===== config.mk =====
export PLATFORM = sky130hd
export DESIGN_NAME = pwm_multi_channel
export DESIGN_NICKNAME = d
export VERILOG_FILES = /design/src/rtl/pwm_multi_channel.sv
export SDC_FILE = /design/constraint.sdc
export NUM_CORES = 1
export LEC_CHECK = 0
export CAP_MARGIN = 20
export CORE_MARGIN = 2
export CORE_UTILIZATION = 60
export DETAILED_ROUTE_END_ITERATION = 8
export PLACE_DENSITY_LB_ADDON = 0.15
export REMOVE_ABC_BUFFERS = 1
export SLEW_MARGIN = 20
export SYNTH_ARGS = -nofsm -noshare
export SYNTH_HDL_FRONTEND = slang
export SYNTH_SLANG_ARGS = --single-unit

===== constraint.sdc =====
create_clock -name clk -period 5.1 [get_ports clk]
set_clock_uncertainty 0.2 [all_clocks]
set_input_delay 0.51 -clock clk [delete_from_list [all_inputs] [get_ports clk]]
set_output_delay 0.51 -clock clk [all_outputs]
set_load 0.01 [all_outputs]

===== src/rtl/pwm_multi_channel.sv =====
// Multi-channel PWM generator: one shared edge/center-aligned counter with
// double-buffered period/duty/mode that switches over only on a period boundary.
module pwm_multi_channel #(
    parameter int NUM_CH = 4,
    parameter int CNT_W  = 8
) (
    input  logic                    clk,
    input  logic                    reset,
    input  logic                    enable,
    input  logic                    load,
    input  logic [CNT_W-1:0]        period,
    input  logic [NUM_CH*CNT_W-1:0] duty,
    input  logic                    mode,
    output logic [NUM_CH-1:0]       pwm_out,
    output logic                    cycle_start,
    output logic                    load_pending
);

    logic [CNT_W-1:0]        cnt_p0;
    logic                    dir_up_p0;
    logic [CNT_W-1:0]        act_period;
    logic [NUM_CH*CNT_W-1:0] act_duty;
    logic                    act_mode;
    logic [CNT_W-1:0]        sh_period;
    logic [NUM_CH*CNT_W-1:0] sh_duty;
    logic                    sh_mode;
    logic                    pend;

    logic                    per_bnd;
    logic                    bnd;
    logic [CNT_W-1:0]        cnt_nxt;
    logic                    dir_nxt;
    logic [NUM_CH-1:0]       pwm_nxt;
    logic                    cs_nxt;
    logic [NUM_CH-1:0]       pwm_p1;
    logic                    cs_p1;

    function automatic logic duty_hit(input logic [CNT_W-1:0] c, input logic [CNT_W-1:0] d);
        return c < d;
    endfunction

    // Stage 0: boundary detect and counter next-state
    always_comb begin
        per_bnd = 1'b0;
        if (act_period == '0) begin
            per_bnd = 1'b1;
        end else if (!act_mode) begin
            per_bnd = (cnt_p0 == act_period);
        end else begin
            // P==1 in center mode has no down leg, so the top of the ramp ends the period
            per_bnd = (cnt_p0 == CNT_W'(1)) && (!dir_up_p0 || act_period == CNT_W'(1));
        end
    end

    // An idle counter is always at a boundary, so loads and pending values apply at once
    assign bnd = !enable || per_bnd;

    always_comb begin
        cnt_nxt = cnt_p0;
        dir_nxt = dir_up_p0;
        if (bnd) begin
            cnt_nxt = '0;
            dir_nxt = 1'b1;
        end else if (!act_mode) begin
            cnt_nxt = cnt_p0 + CNT_W'(1);
        end else if (dir_up_p0) begin
            if (cnt_p0 == act_period) begin
                cnt_nxt = act_period - CNT_W'(1);
                dir_nxt = 1'b0;
            end else begin
                cnt_nxt = cnt_p0 + CNT_W'(1);
            end
        end else begin
            cnt_nxt = cnt_p0 - CNT_W'(1);
        end
    end

    always_comb begin
        pwm_nxt = '0;
        for (int i = 0; i < NUM_CH; i++) begin
            pwm_nxt[i] = enable && duty_hit(cnt_p0, act_duty[i*CNT_W +: CNT_W]);
        end
        cs_nxt = enable && (cnt_p0 == '0) && dir_up_p0;
    end

    always_ff @(posedge clk) begin
        if (reset) begin
            cnt_p0     <= '0;
            dir_up_p0  <= 1'b1;
            act_period <= '1;
            act_duty   <= '0;
            act_mode   <= 1'b0;
            sh_period  <= '1;
            sh_duty    <= '0;
            sh_mode    <= 1'b0;
            pend       <= 1'b0;
        end else begin
            cnt_p0    <= cnt_nxt;
            dir_up_p0 <= dir_nxt;
            if (load) begin
                sh_period <= period;
                sh_duty   <= duty;
                sh_mode   <= mode;
            end
            if (load && bnd) begin
                act_period <= period;
                act_duty   <= duty;
                act_mode   <= mode;
                pend       <= 1'b0;
            end else if (load) begin
                pend <= 1'b1;
            end else if (bnd && pend) begin
                act_period <= sh_period;
                act_duty   <= sh_duty;
                act_mode   <= sh_mode;
                pend       <= 1'b0;
            end
        end
    end

    // Stage 1: registered comparator outputs
    always_ff @(posedge clk) begin
        if (reset) begin
            pwm_p1 <= '0;
            cs_p1  <= 1'b0;
        end else begin
            pwm_p1 <= pwm_nxt;
            cs_p1  <= cs_nxt;
        end
    end

    assign pwm_out      = pwm_p1;
    assign cycle_start  = cs_p1;
    assign load_pending = pend;

endmodule


==> results of run 1 <==
cells by family (layout without fill, tap and decap cells):
family,after synthesis,after routing,synth area share [%]
and+or+nand+nor,137,137,12.6
AOI/OAI and AO/OA,97,97,13.7
DFF,97,97,38.5
buffers and inverters,79,117,6.75
muxes,66,66,16.1
adders and majority gates,35,35,8.68
xor gates and xnor gates,21,21,3.65
sequential cells by signal, indices dropped and copies added (netlist names):
register      count
cycle_start       1
cnt_p0            8
sh_period         8
load_pending      1
dir_up_p0         1
act_duty         32
sh_duty          32
act_period        8
pwm_out           4
act_mode          1
sh_mode           1
path summary, 6_finish.rpt:
kind                      from           end  slack, ns  depth (start not counted)
setup / recovery     cnt_p0[3]  act_duty[23]       2.19                          6
hold / removal    sh_period[0]  sh_period[0]       0.26                          2
setup reg to reg     cnt_p0[3]  act_duty[23]       2.19                          6
hold reg to reg   sh_period[0]  sh_period[0]       0.26                          2
per-stage QoR:
stage,area (sq um),instances,hold slack [ns],utilization (%)
floorplan,4880,501,0.230,-
finish,5730,675,0.261,70.1
CTS,5730,675,0.264,70.1
global placement,5530,659,0.242,67.6
global route,5730,675,0.285,70.1
detailed placement,5530,659,0.250,67.6
layout by cell type (no fill, tap or decap), types with 5 or more instances in the layout:
cell type	n
ha_1	35
a21o_1	10
a21oi_1	13
nand2_1	21
xnor2_1	11
o21ai_0	20
nor2_1	72
nand2b_1	6
a22o_1	8
a211oi_1	17
xor2_1	10
o22ai_1	5
dfxtp_1	97
clkbuf_8	10
nand3_1	6
clkdlybuf4s50_1	48
or3_1	6
mux2_4	30
nor2b_1	6
o2111ai_1	8
inv_1	47
mux2i_1	34
power by group through the flow:
stage	Sequential [mW]	Clock [mW]	Combinational [mW]
2_1_floorplan	0.835	0	0.128
3_3_place_gp	0.840	0	0.207
3_5_place_dp	0.841	0	0.215
4_1_cts	0.824	0.521	0.216
5_1_grt	0.828	0.549	0.238
6_report	0.824	0.508	0.214
cell type report:
cell class / instances / area [sq um]
sequential: 97 / 1940
timing repair buffer: 53 / 513
fill: 651 / 2440
clock inverter: 5 / 63.8
tap: 105 / 131
inverter: 48 / 180
multi-input combinational: 356 / 2760
clock buffer: 11 / 141
synthesized netlist by cell type (all sizes together) (2+ instances only):
cell	number
a211oi	17
a21o	10
a21oi	13
a22o	8
a41oi	3
and4	2
buf	13
clkbuf	18
dfxtp	97
ha	35
inv	47
mux2	32
mux2i	34
nand2	21
nand2b	6
nand3	6
nand4	3
nor2	72
nor2b	6
nor3	3
nor4	2
o2111ai	8
o21a	3
o21ai	21
o22ai	5
o31a	2
o41ai	2
or2	3
or3	6
or4	3
xnor2	11
xor2	10
critical path: stages (launching register included):
cell and delay, ns:
dfxtp_1 0.51, or4_1 0.60, nor3_1 0.29, a41o_2 0.41, o21ai_4 0.08, buf_4 0.31
mux2_4 0.36
metal layers:
layer | vias to the layer above | wire length, um | share of wire (%) | track usage (%)
met5 | - | 0 | 0 | 0
met1 | 1787 | 4810 | 48 | 29.9
li1 | 1903 | - | - | -
met2 | 55 | 4740 | 47 | 40.2
met3 | 17 | 348 | 3.4 | 4.27
met4 | 0 | 206 | 2.0 | 9.05
==> flow_summary.yaml, run 1 <==
timing:
  setup_tns_ns: 0
  maxSlewHeadroom_pct: 49.4
  fmax_mhz: 344
  period_minus_slack_ns: 2.91
  drv_slew: 0
  setup_viol: 0
  rsz0062_at_grt: "false"
  hold_violations: 0
  worst_slack_ns: 2.19
  tightestPinTransition_ns: 0.760
  period_share_pct: 57.0
synth:
  ys_types: 50
  mappedNetlistArea_sq_mm: 0.00504
  synthCells: 532
  synth-seq-cells: 97
  yosysSeqAreaShare_pct: 38.5
  async_reset_ff_share_pct: 0
  synth.avg_cell_area_sq_um: 9.48
  yosysTopAreaCell: "dfxtp_1"
  synth-edff-count: 0
  yosys.area.top_type_share_pct: 38.5
  synthTopCellsByArea: "dfxtp_1, mux2_4, ha_1, mux2i_1, nor2_1"
  synth_ff_type: "dfxtp_1"
  synth_warnings: 0
grt:
  grt.overflow.total: 0
  antenna_found_initial: 0
  grt_max_degree: 76
  grt_pass1_vias: 3641
  grt.total_usage_pct: 23.7
  grt_pass1_wl_um: 16800
power:
  leakagePower_nw: 2.49
  combPwrFrac_pct: 13.9
  finalPower_mw: 1.55
  clock_power_share_pct: 32.9
  internal_power_mw: 1.16
  p_seq_share_pct: 53.3
  power.switching_mw: 0.390
  swShare_pct: 25.2
  ir_worst_vdd_v: 0.000149
  cellPowerDensity_mw_per_mm2: 270
worst_setup_path:
  critical_path_class: "register to register"
  cp-start-kind: "register"
  end_kind: "register"
  worstPathArrival_ns: 2.96
  critPathMaxFanout: 32
  critPathRequiredTime_ns: 5.15
floorplan:
  fp.dieH_um: 95.7
  fp.coreArea_sq_mm: 0.00818
  dieArea_sq_mm: 0.00916
  fp.dieW_um: 95.7
  floorplan.initialDensity_pct: 61.7
  rows: 33
  pin_count: 51
run_status:
  status: "finished clean"
finish:
  area_growth_syn_to_layout_pct: 13.7
  antenna_cells: 0
  drive_gt1_share_pct: 10.9
  nets: 645
detailed_routing:
  vias_per_cell: 5.57
  routed_wl_um: 10100
  drc: 0
  via_count: 3762
  firstDrtPassIters: 4
  postRouteAntennaNets: 0
  drtIter0Drc: 151
  wl_per_cell_um: 15.0
clock_network:
  cts_tree: "built"
  hold_buffers: 0
  cts-root-buf: "clkbuf_8"
  cts_buffers: 9
  htree_levels: 3
  clk_pin_slew_ns: 0.09
  clock_sinks: 97
  cts_resized: 0
  post-cts-setup-buffers: 0
  clk_latency_ns: 0.37
  cts_buffer_depth: 2
place:
  place.gp.congestion: 0.926
  port_buffers: 50
  pre_cts_slack_ns: 2.23
  dp_hpwl_um: 7100
worst_hold_path:
  hp-class: "register to register"
run:
  maxCapViolCount: 0
No activity file was read; power rests on OpenSTA's default activity.
==> run 2, diff against run 1 <==
--- a/config.mk
+++ b/config.mk
@@ -7,7 +7,7 @@
 export LEC_CHECK = 0
 export CAP_MARGIN = 20
 export CORE_MARGIN = 2
-export CORE_UTILIZATION = 60
+export CORE_UTILIZATION = 57
 export DETAILED_ROUTE_END_ITERATION = 8
 export PLACE_DENSITY_LB_ADDON = 0.15
 export REMOVE_ABC_BUFFERS = 1
==> constraint.sdc (replaced) <==
create_clock -name clk -period 2.8 [get_ports clk]
set_clock_uncertainty 0.2 [all_clocks]
set_input_delay 0.28 -clock clk [delete_from_list [all_inputs] [get_ports clk]]
set_output_delay 0.28 -clock clk [all_outputs]
set_load 0.01 [all_outputs]
==> run 2 against run 1 <==
Register-to-register slack worse by 2.0 ns. Non-clock buffer count is 16 higher. Die area is 5.0% higher. Flip-flop and latch count stayed put. Critical endpoint is now act_period[3].
==> flow_summary.yaml, run 2 (same netlist as run 1, synthesis figures left out) <==
timing:
  hold_ws_ns: 0.196
  drv_slew: 0
  setup_tns_ns: 0
  worst_slack_ns: 0.175
  period_minus_slack_ns: 2.63
  setup_viol: 0
  fmax_mhz: 381
  rsz0062_at_grt: "false"
  period_share_pct: 93.8
  hold_violations: 0
  maxSlewHeadroom_pct: 49.2
  tightestPinTransition_ns: 0.761
clock_network:
  post-cts-setup-buffers: 0
  htree_levels: 3
  clk_pin_slew_ns: 0.10
  cts-root-buf: "clkbuf_8"
  hold_buffers: 0
  cts_resized: 0
  clk_latency_ns: 0.38
  cts_tree: "built"
  clock_sinks: 97
  cts_buffers: 9
  cts_buffer_depth: 2
floorplan:
  fp.coreArea_sq_mm: 0.00864
  dieArea_sq_mm: 0.00962
  pin_count: 51
  rows: 34
  fp.dieH_um: 98.1
  fp.dieW_um: 98.1
  floorplan.initialDensity_pct: 58.4
worst_hold_path:
  hp-class: "input port to register"
detailed_routing:
  drc: 0
  via_count: 3770
  drtIter0Drc: 125
  postRouteAntennaNets: 0
  wl_per_cell_um: 15.4
  vias_per_cell: 5.43
  firstDrtPassIters: 4
  routed_wl_um: 10700
worst_setup_path:
  end_kind: "register"
  critical_path_class: "register to register"
  worstPathArrival_ns: 2.74
  cp-start-kind: "register"
  critPathMaxFanout: 18
  critPathRequiredTime_ns: 2.92
power:
  cellPowerDensity_mw_per_mm2: 487
  clock_power_share_pct: 33.3
  ir_worst_vdd_v: 0.000252
  internal_power_mw: 2.09
  power.switching_mw: 0.758
  combPwrFrac_pct: 14.3
  p_seq_share_pct: 52.4
  swShare_pct: 26.6
  leakagePower_nw: 2.57
grt:
  grt.overflow.total: 0
  antenna_found_initial: 0
  grt_pass1_vias: 3922
  grt_pass1_wl_um: 18200
  grt_max_degree: 58
  grt.total_usage_pct: 23.3
run:
  maxCapViolCount: 0
finish:
  layout_common_cells: "dfxtp_1, nor2_1, clkdlybuf4s50_1"
  fin_util_pct: 67.8
  final_common_cell: "dfxtp_1"
  final_cells: 694
  top_regs: "act_duty x32, sh_duty x32"
  drive_gt1_share_pct: 13.5
  area_growth_syn_to_layout_pct: 16.0
  nets: 661
  antenna_cells: 0
place:
  port_buffers: 50
  placedCellCount: 678
  dp_hpwl_um: 7470
  pre_cts_slack_ns: 0.203
  place.gp.congestion: 0.940
run_status:
  status: "finished clean"
## run 2: changes by cell type in the layout (fill, tap and decap cells not counted)
cell | previous run | this run
buf_4 | 3 | 19
clkinv_2 | 0 | 2
clkinv_4 | 2 | 0
clkbuf_1 | 1 | 0
clkbuf_8 | 10 | 9
inv_6 | 1 | 2
inv_8 | 0 | 1
## run 2: worst paths after layout
check / slack [ns] / from / end / cells past startpoint
max reg2reg: 0.17 / act_period[2] / act_period[3] / 5
min: 0.20 / reset / sh_mode / 3
max: 0.17 / act_period[2] / act_period[3] / 5
min reg2reg: 0.26 / sh_period[2] / sh_period[2] / 2
## run 2: critical path, stage by stage (launching register included)
cell	delay, ns
dfxtp_1	0.39
or4_4	0.60
o41ai_1	0.31
a41o_2	0.25
or3_1	0.56
a22o_1	0.26
## run 2: metrics by stage
stage | cell area [sq um] | total power [mW]
2_1_floorplan | 4880 | 1.75
3_3_place_gp | 5650 | 1.92
3_5_place_dp | 5650 | 1.93
4_1_cts | 5850 | 2.86
5_1_grt | 5850 | 2.96
6_report | 5850 | 2.85
## run 2: per-layer routing
metal	wire, um	vias up	track usage (%)
met5	0	-	0
met4	165	0	8.55
met3	351	16	4.08
met1	4910	1751	28.2
met2	5270	68	41.3
li1	-	1935	-
## run 2: layout make-up
class,instances,area [sq um]
clock buffer,9,124
clock inverter,7,76.3
fill,704,2780
inverter,48,180
multi-input combinational,356,2760
sequential,97,1940
tap,108,135
timing repair buffer,69,633
## run 2: power by group through the flow
stage          combinational, mW  clock, mW  sequential, mW
2_1_floorplan              0.232          0            1.52
3_3_place_gp               0.394          0            1.52
3_5_place_dp               0.405          0            1.53
4_1_cts                    0.409      0.960            1.49
5_1_grt                    0.450       1.01            1.50
6_report                   0.406      0.949            1.49
==> run 3, diff against run 2 <==
--- a/config.mk
+++ b/config.mk
@@ -11,6 +11,7 @@
 export DETAILED_ROUTE_END_ITERATION = 8
 export PLACE_DENSITY_LB_ADDON = 0.15
 export REMOVE_ABC_BUFFERS = 1
+export SETUP_SLACK_MARGIN = 0.5
 export SLEW_MARGIN = 20
 export SYNTH_ARGS = -nofsm -noshare
 export SYNTH_HDL_FRONTEND = slang
==> run 3 against run 2 <==
Core utilization rose by 1.7 points. Clock power barely moved. Via count rose by 1.3%. Design area rose by 2.4%. Global-route usage rose by 0.18 points. Worst hold slack got worse by 0.055 ns.
==> flow_summary.yaml, run 3 (same netlist as run 1, synthesis figures left out) <==
timing:
  maxSlewHeadroom_pct: 49.1
  rsz0062_at_grt: "true"
  fmax_mhz: 431
  period_minus_slack_ns: 2.32
  drv_slew: 0
  period_share_pct: 82.9
  setup_viol: 0
  hold_ws_ns: 0.140
  hold_violations: 0
  tightestPinTransition_ns: 0.762
finish:
  top_regs: "act_duty x32, sh_duty x32"
  drive_gt1_share_pct: 16.7
  fin_util_pct: 69.4
  final_cells: 701
  seqCellArea_sq_mm: 0.00195
  fillers: 684
  final_common_cell: "dfxtp_1"
  area_growth_syn_to_layout_pct: 18.9
  layout_common_cells: "dfxtp_1, nor2_1, clkdlybuf4s50_1"
  antenna_cells: 0
  multi_input_area_sq_mm: 0.00279
  nets: 668
floorplan:
  fp.coreArea_sq_mm: 0.00864
  dieArea_sq_mm: 0.00962
  rows: 34
  pin_count: 51
  floorplan.initialDensity_pct: 58.4
  fp.dieW_um: 98.1
  fp.dieH_um: 98.1
worst_setup_path:
  worstPathArrival_ns: 2.38
  r2r_cells: 6
  endpoint: "act_duty[5]"
  path_cells: "or4_1 > nor3_1 > a41o_2 > o21ai_4 > buf_12 > mux2_4"
  critPathRequiredTime_ns: 2.86
  slowest_delay_ns: 0.57
  r2r-end: "act_duty[5]"
  r2r_slack_ns: 0.48
  cp-start-kind: "register"
  crit_slowest_cell: "or4_1"
  path_delay_family: "simple AND/OR/NAND/NOR gates"
  rr_startpoint: "cnt_p0[5]"
  cp.depth: 6
  worst-path-buf-inv: 1
  critPathMaxFanout: 19
  startpoint: "cnt_p0[5]"
  end_kind: "register"
  critical_path_class: "register to register"
place:
  placedCellCount: 678
  place.gp.congestion: 0.940
  dp_hpwl_um: 7470
  port_buffers: 50
power:
  ir_worst_vdd_v: 0.000253
  cellPowerDensity_mw_per_mm2: 479
  leakagePower_nw: 2.62
detailed_routing:
  vias_per_cell: 5.45
  postRouteAntennaNets: 0
  via_count: 3819
  wl_per_cell_um: 15.5
  firstDrtPassIters: 4
  drtIter0Drc: 124
  drc: 0
  routed_wl_um: 10900
clock_network:
  cts_tree: "built"
  cts_buffers: 9
  clk_pin_slew_ns: 0.10
  cts_buffer_depth: 2
  htree_levels: 3
  hold_buffers: 0
  clk_latency_ns: 0.37
  cts-root-buf: "clkbuf_8"
  clock_sinks: 97
grt:
  grt_pass1_wl_um: 18300
  grt_pass1_vias: 3963
  grt.overflow.total: 0
  grt.total_usage_pct: 23.4
  antenna_found_initial: 0
  grt_max_degree: 58
worst_hold_path:
  holdPathStages: 3
  hp-class: "input port to register"
run:
  maxCapViolCount: 0
run_status:
  status: "finished clean"
[run 3: cell count changes in the layout (fill, tap and decap cells not counted), sizes merged]
cell  change
buf       +7
[run 3: where the power goes]
group          total (mW)  leakage, nW  internal (mW)  switching, mW
clock               0.952        0.102          0.423          0.529
combinational       0.426         1.72          0.228          0.198
sequential           1.49        0.796           1.45         0.0378
[run 3: how the worst min path moves through the flow]
stage          slack, ns           end         start
2_1_floorplan       0.15       sh_mode         reset
3_3_place_gp        0.24  sh_period[2]  sh_period[2]
3_5_place_dp        0.25  sh_period[2]  sh_period[2]
4_1_cts             0.13     dir_up_p0         reset
5_1_grt             0.16     dir_up_p0         reset
6_report            0.14     dir_up_p0         reset
[run 3: routing by layer]
metal | track usage (%) | vias to the layer above | wire length (um)
met5 | 0 | - | 0
met4 | 9.72 | 0 | 258
met3 | 4.15 | 23 | 399
met2 | 41.6 | 75 | 5360
met1 | 27.9 | 1771 | 4870
li1 | - | 1950 | -
[run 3: area by class of cell]
| cell class | count | area share (%) |
|---|---|---|
| flip-flops and latches | 97 | 32.6 |
| clock inverters | 7 | 1.27 |
| well taps | 108 | 2.25 |
| multi-input cells | 356 | 46.6 |
| repair buffers | 76 | 12.2 |
| clock buffers | 9 | 2.07 |
| inverters | 48 | 3.01 |
[run 3: worst register-to-register path: cells and delay by family (launching register included)]
kind | cells | cell delay (ns)
simple gates | 2 | 0.81
mux | 1 | 0.31
compound gates | 2 | 0.39
buf+inv | 1 | 0.19
flops | 1 | 0.32
[run 3: per-stage QoR]
stage	power [mW]	area (sq um)	TNS [ns]	worst slack (ns)
floorplan	1.75	4880	-0.0190	-0.00952
global placement	1.92	5650	0	0.277
detailed placement	1.93	5650	0	0.203
CTS	2.87	5940	0	0.490
global route	2.98	5990	0	0.422
finish	2.87	5990	0	0.478
[run 3: what timing repair did]
item	CTS	global route
setup buffers	4	3
pin swaps	3	4
gates resized for setup	14	10
endpoints found under the setup margin	51	50
